[src/rtl/uart_tx_sched.sv]
// Round-robin scheduler that shares one uart_tx among N_REQ requesters.
// Each frame is guarded by a watchdog, and every frame is followed by a one-cycle gap.
module uart_tx_sched #(
    parameter int N_REQ       = 4,
    parameter int TIMEOUT_CYC = 65535,
    parameter int IDW         = 2
) (
    input  logic                 clk,
    input  logic                 areset_n,
    input  logic [N_REQ-1:0]     req,
    input  logic [8*N_REQ-1:0]   req_data,
    output logic [N_REQ-1:0]     ack,
    output logic                 err,
    output logic [IDW-1:0]       err_id,
    output logic                 tx_start,
    output logic [7:0]           tx_data,
    input  logic                 tx_done,
    output logic [IDW-1:0]       gnt_id,
    output logic                 busy
);
    // state | meaning
    // IDLE  | waiting for any request, arbitrating from rr_ptr
    // SEND  | frame in flight, tx_start high, watchdog running
    // GAP   | single cycle with tx_start low before the next arbitration
    typedef enum logic [1:0] {IDLE, SEND, GAP} state_t;

    localparam logic [15:0] WDOG_LAST = 16'(TIMEOUT_CYC - 1);
    localparam logic [IDW:0] N_WRAP  = (IDW+1)'(N_REQ);

    state_t           state_q, state_d;
    logic [IDW-1:0]   rr_ptr_q, rr_ptr_d;
    logic [15:0]      wdog_q, wdog_d;
    logic             tx_start_q, tx_start_d;
    logic [7:0]       tx_data_q, tx_data_d;
    logic [N_REQ-1:0] ack_q, ack_d;
    logic             err_q, err_d;
    logic [IDW-1:0]   err_id_q, err_id_d;
    logic [IDW-1:0]   gnt_id_q, gnt_id_d;

    logic             sel_found;
    logic [IDW-1:0]   sel_idx;
    logic [IDW:0]     cand;

    function automatic logic [IDW-1:0] next_idx(input logic [IDW-1:0] idx);
        return (idx == IDW'(N_REQ - 1)) ? '0 : idx + 1'b1;
    endfunction

    // Scanning downward lets the lowest offset from rr_ptr win.
    always_comb begin
        sel_found = 1'b0;
        sel_idx   = '0;
        cand      = '0;
        for (int k = N_REQ - 1; k >= 0; k--) begin
            cand = {1'b0, rr_ptr_q} + (IDW+1)'(k);
            if (cand >= N_WRAP) begin
                cand = cand - N_WRAP;
            end
            if (req[cand[IDW-1:0]]) begin
                sel_found = 1'b1;
                sel_idx   = cand[IDW-1:0];
            end
        end
    end

    always_comb begin
        state_d    = state_q;
        rr_ptr_d   = rr_ptr_q;
        wdog_d     = wdog_q;
        tx_start_d = tx_start_q;
        tx_data_d  = tx_data_q;
        ack_d      = '0;
        err_d      = 1'b0;
        err_id_d   = err_id_q;
        gnt_id_d   = gnt_id_q;
        case (state_q)
            IDLE: begin
                if (sel_found) begin
                    state_d    = SEND;
                    gnt_id_d   = sel_idx;
                    tx_data_d  = req_data[{sel_idx, 3'b000} +: 8];
                    tx_start_d = 1'b1;
                    wdog_d     = '0;
                end
            end
            SEND: begin
                wdog_d = wdog_q + 16'd1;
                if (tx_done) begin
                    ack_d      = {{(N_REQ-1){1'b0}}, 1'b1} << gnt_id_q;
                    tx_start_d = 1'b0;
                    rr_ptr_d   = next_idx(gnt_id_q);
                    state_d    = GAP;
                // Abort on the edge where the count would reach its last value.
                end else if (wdog_q + 16'd1 == WDOG_LAST) begin
                    err_d      = 1'b1;
                    err_id_d   = gnt_id_q;
                    tx_start_d = 1'b0;
                    rr_ptr_d   = next_idx(gnt_id_q);
                    state_d    = GAP;
                end
            end
            GAP: begin
                state_d = IDLE;
            end
            default: begin
                state_d = IDLE;
            end
        endcase
    end

    always_ff @(posedge clk or negedge areset_n) begin
        if (!areset_n) begin
            state_q    <= IDLE;
            rr_ptr_q   <= '0;
            wdog_q     <= '0;
            tx_start_q <= 1'b0;
            tx_data_q  <= 8'h00;
            ack_q      <= '0;
            err_q      <= 1'b0;
            err_id_q   <= '0;
            gnt_id_q   <= '0;
        end else begin
            state_q    <= state_d;
            rr_ptr_q   <= rr_ptr_d;
            wdog_q     <= wdog_d;
            tx_start_q <= tx_start_d;
            tx_data_q  <= tx_data_d;
            ack_q      <= ack_d;
            err_q      <= err_d;
            err_id_q   <= err_id_d;
            gnt_id_q   <= gnt_id_d;
        end
    end

    assign ack      = ack_q;
    assign err      = err_q;
    assign err_id   = err_id_q;
    assign tx_start = tx_start_q;
    assign tx_data  = tx_data_q;
    assign gnt_id   = gnt_id_q;
    assign busy     = (state_q != IDLE);

endmodule

[config.mk]
export PLATFORM = sky130hd
export DESIGN_NAME = uart_tx_sched
export DESIGN_NICKNAME = d
export VERILOG_FILES = /design/src/rtl/uart_tx_sched.sv
export SDC_FILE = /design/constraint.sdc
export NUM_CORES = 1
export LEC_CHECK = 0
export BUFFER_PORTS_ARGS = -buffer_cell sky130_fd_sc_hd__buf_2
export CAP_MARGIN = 20
export CELL_PAD_IN_SITES_DETAIL_PLACEMENT = 0
export CELL_PAD_IN_SITES_GLOBAL_PLACEMENT = 2
export CORE_MARGIN = 2
export CORE_UTILIZATION = 34
export DETAILED_ROUTE_END_ITERATION = 10
export PLACE_DENSITY = 0.86
export RECOVER_POWER = 100
export SKIP_LAST_GASP = 1
export SYNTH_ARGS = -nofsm -noshare
export SYNTH_HDL_FRONTEND = slang
export SYNTH_SLANG_ARGS = --single-unit
[constraint.sdc]
create_clock -name clk -period 4.3 [get_ports clk]
set_input_delay 0.86 -clock clk [delete_from_list [all_inputs] [get_ports clk]]
set_output_delay 0.86 -clock clk [all_outputs]
set_load 0.02 [all_outputs]
==> results.json <==
{
  "p_sw_uw": 641,
  "hold_path_class": "reg -> reg",
  "synth_top_area_cell": "dfrtp_1",
  "ios": 58,
  "drive_gt1_frac": 0.218,
  "timing.fmax_mhz": 326,
  "cts_made_buffers": 5,
  "start_util": 0.351,
  "setup_viol_count_final": 0,
  "clkSlewWorstSetupHoldPaths_ns": 0.08,
  "hold_viol": 0,
  "syn2layout_area_growth_pct": 17.2,
  "outcome": "complete, but fails checks",
  "violations": "max-capacitance violations, max-slew violations",
  "synth_cell_types": 42,
  "syn_avg_cell_area_sq_um": 9.56,
  "slowest_delay_ns": 0.84,
  "synth.most_common_cell": "dfrtp_1",
  "timing.setup.tns_ns": 0,
  "fp.coreArea_sq_um": 6350,
  "ys_dominant_reg_cell": "dfrtp_1",
  "cp_slowest_cell": "nor4_1",
  "fin_nets": 329,
  "gr-usage-all-layers": 0.153,
  "die_x_um": 84.9,
  "io_buffer_count": 57,
  "p_sw_frac": 0.411,
  "routed_wl_um": 5360,
  "globalplace.congestion": 0.780,
  "crit_arrival_ns": 3.25,
  "drt-initial-drc-count": 72,
  "synth_edf_count": 0,
  "synth_seq_area_share": 0.427,
  "post-route-drc-count": 0,
  "h-tree-depth": 2,
  "synth_common_cells": "dfrtp_1 (38), o21ai_0 (22), nor2_1 (15)",
  "wl_per_cell_um": 14.8,
  "cts_resized": 0,
  "powerDensity_nw_per_um2": 597,
  "clock_latency_ns": 0.30,
  "die_h_um": 84.9,
  "syn_inst": 233,
  "async_reset_ff_frac": 1.00,
  "start_kind": "flop",
  "period_share": 0.712,
  "cp_max_fo": 8,
  "synth-seq-cells": 38,
  "die-area_sq_um": 7210,
  "grt_pass1_wl_um": 9050,
  "syn_area_sq_um": 2230,
  "power.share.clock": 0.237,
  "drv_cap": 1,
  "seq_area_sq_um": 951,
  "multi_input_area_sq_um": 1120,
  "p_leak_uw": 0.00113,
  "rsz0062_at_grt": "false",
  "internal_power_uw": 918,
  "critPathCaptureType": "flop",
  "period_minus_slack_ns": 3.06,
  "via_per_inst": 5.37,
  "drv_slew": 39,
  "grt.overflow.total": 0,
  "dr.pass1.iters": 4,
  "fillers": 645,
  "vias": 1945,
  "cts_tree": "built",
  "cts.path.max_buffers": 2,
  "vdd_drop_max_mv": 0.298,
  "crit_type": "reg -> reg",
  "fp-row-count": 29,
  "diodes": 0,
  "seqPwrFrac": 0.348,
  "grt_pass1_vias": 1847,
  "synth_warnings": 0,
  "clockRootBuffer": "clkbuf_8",
  "worstMarginPinSlew_ns": 2.06,
  "skew_ns": 0.0107,
  "required_ns": 4.49,
  "antenna_found_initial": 0,
  "cts_num_sinks": 38,
  "postRouteAntennaNets": 0,
  "finalPower_uw": 1560,
  "relSlewSlack": -0.373,
  "cts_setup_buffers": 0,
  "synth_area_leaders": "dfrtp_1 (43%), mux2_2 (6.1%), o21ai_0 (4.9%), mux2i_1 (4.5%), a31oi_1 (3.4%)",
  "crit_chain": "ha_1 -> nand2_1 -> nor4_1 -> xnor2_1 -> nor3_1 -> a41oi_1 -> mux2_2",
  "synth_top_area_share": 0.427,
  "syn-num-nets": 278,
  "ctsHoldBuffers": 0,
  "hpwl_um": 3720,
  "whs_ns": 0.505,
  "pwr-share-comb": 0.415,
  "grt_max_degree": 39
}
[power groups by stage]
stage	combinational [uW]	clock (uW)	sequential, uW
finish	646	370	543
global placement	674	0	543
global route	728	390	560
CTS	675	376	541
detailed placement	676	0	545
floorplan	465	0	582
[registers in the layout (all words and copies together), names as in the netlist]
signal / flops
wdog_q: 16
tx_data: 8
ack: 4
err_id: 2
gnt_id: 2
rr_ptr_q: 2
state_q: 2
err: 1
tx_start: 1
[worst max-delay path, delay by kind of cell, from the launching register on]
| family | cells | cell delay (ns) |
|---|---|---|
| adders and majority gates | 1 | 0.34 |
| and+or+nand+nor | 3 | 1.13 |
| AOI/OAI and AO/OA | 1 | 0.43 |
| DFF | 1 | 0.45 |
| xor gates and xnor gates | 1 | 0.23 |
| muxes | 1 | 0.38 |
[final cells by class]
type	instances	share of cell area
Timing Repair Buffer	59	0.103
Sequential cell	38	0.364
Multi-Input combinational cell	171	0.430
Clock inverter	3	0.0264
Clock buffer	5	0.0264
Tap cell	77	0.0369
Inverter	9	0.0129
[path summary, 6_finish.rpt]
kind / start / to / slack (ns) / depth (start not counted)
max reg2reg: wdog_q[0] / rr_ptr_q[1] / 1.24 / 7
min in group asynchronous: areset_n / wdog_q[2] / 1.15 / 1
max: wdog_q[0] / rr_ptr_q[1] / 1.24 / 7
max in group asynchronous: areset_n / tx_data[3] / 1.97 / 1
min reg2reg: tx_start / tx_start / 0.50 / 1
min: tx_start / tx_start / 0.50 / 1
[placed cells by master (no fill, tap or decap), types with 2 or more instances in the layout]
master     synthesis  routed
a21oi_1           12      12
a31oi_1           12      12
a41oi_1            1       2
and2_1             2       2
and3_1             5       5
buf_2              2      35
bufinv_16          0       2
clkbuf_1           8      23
clkbuf_8           2       5
dfrtp_1           38      38
ha_1               6       6
inv_1              9       9
mux2_2            12      12
mux2i_1           10      10
nand2_1           14      14
nand2b_1           3       3
nand3_1            6       6
nand4_1            8       8
nor2_1            15      15
nor3_1             4       5
nor3b_1            2       2
nor4_1             1       2
o2111ai_1          2       2
o21a_1             2       2
o21ai_0           22      22
o22ai_1           12      12
o41ai_1            4       4
or3_2              2       2
[cell families (layout without fill, tap and decap cells)]
| logic type | Yosys count | count (layout) | share of synthesized area |
|---|---|---|---|
| and+or+nand+nor | 70 | 70 | 0.175 |
| DFF | 38 | 38 | 0.427 |
| xor gates and xnor gates | 1 | 1 | 0.00393 |
| adders and majority gates | 6 | 6 | 0.0337 |
| muxes | 22 | 22 | 0.106 |
| AOI/OAI and AO/OA | 72 | 72 | 0.199 |
| buffers and inverters | 24 | 76 | 0.0556 |
[metal layers]
metal  vias to the layer above  part of all wire  global-route usage  wire length [um]
met5                         -                 0                   0                 0
met4                         0            0.0052              0.0231                28
met3                         4             0.047              0.0447               254
met2                        49              0.46               0.237              2460
met1                       923              0.49               0.217              2620
li1                        969                 -                   -                 -
[through the flow]
| stage | cells | worst slack (ns) | util | instance area (sq um) |
|---|---|---|---|---|
| after floorplan | 233 | 1.95 | - | 2230 |
| after global placement | 354 | 1.70 | 0.399 | 2530 |
| after detailed placement | 354 | 1.61 | 0.399 | 2530 |
| after CTS | 362 | 1.77 | 0.421 | 2670 |
| after global routing | 362 | 0.892 | 0.411 | 2610 |
| final | 362 | 1.24 | 0.411 | 2610 |
Note: power is estimated with default switching activity, not from simulation.
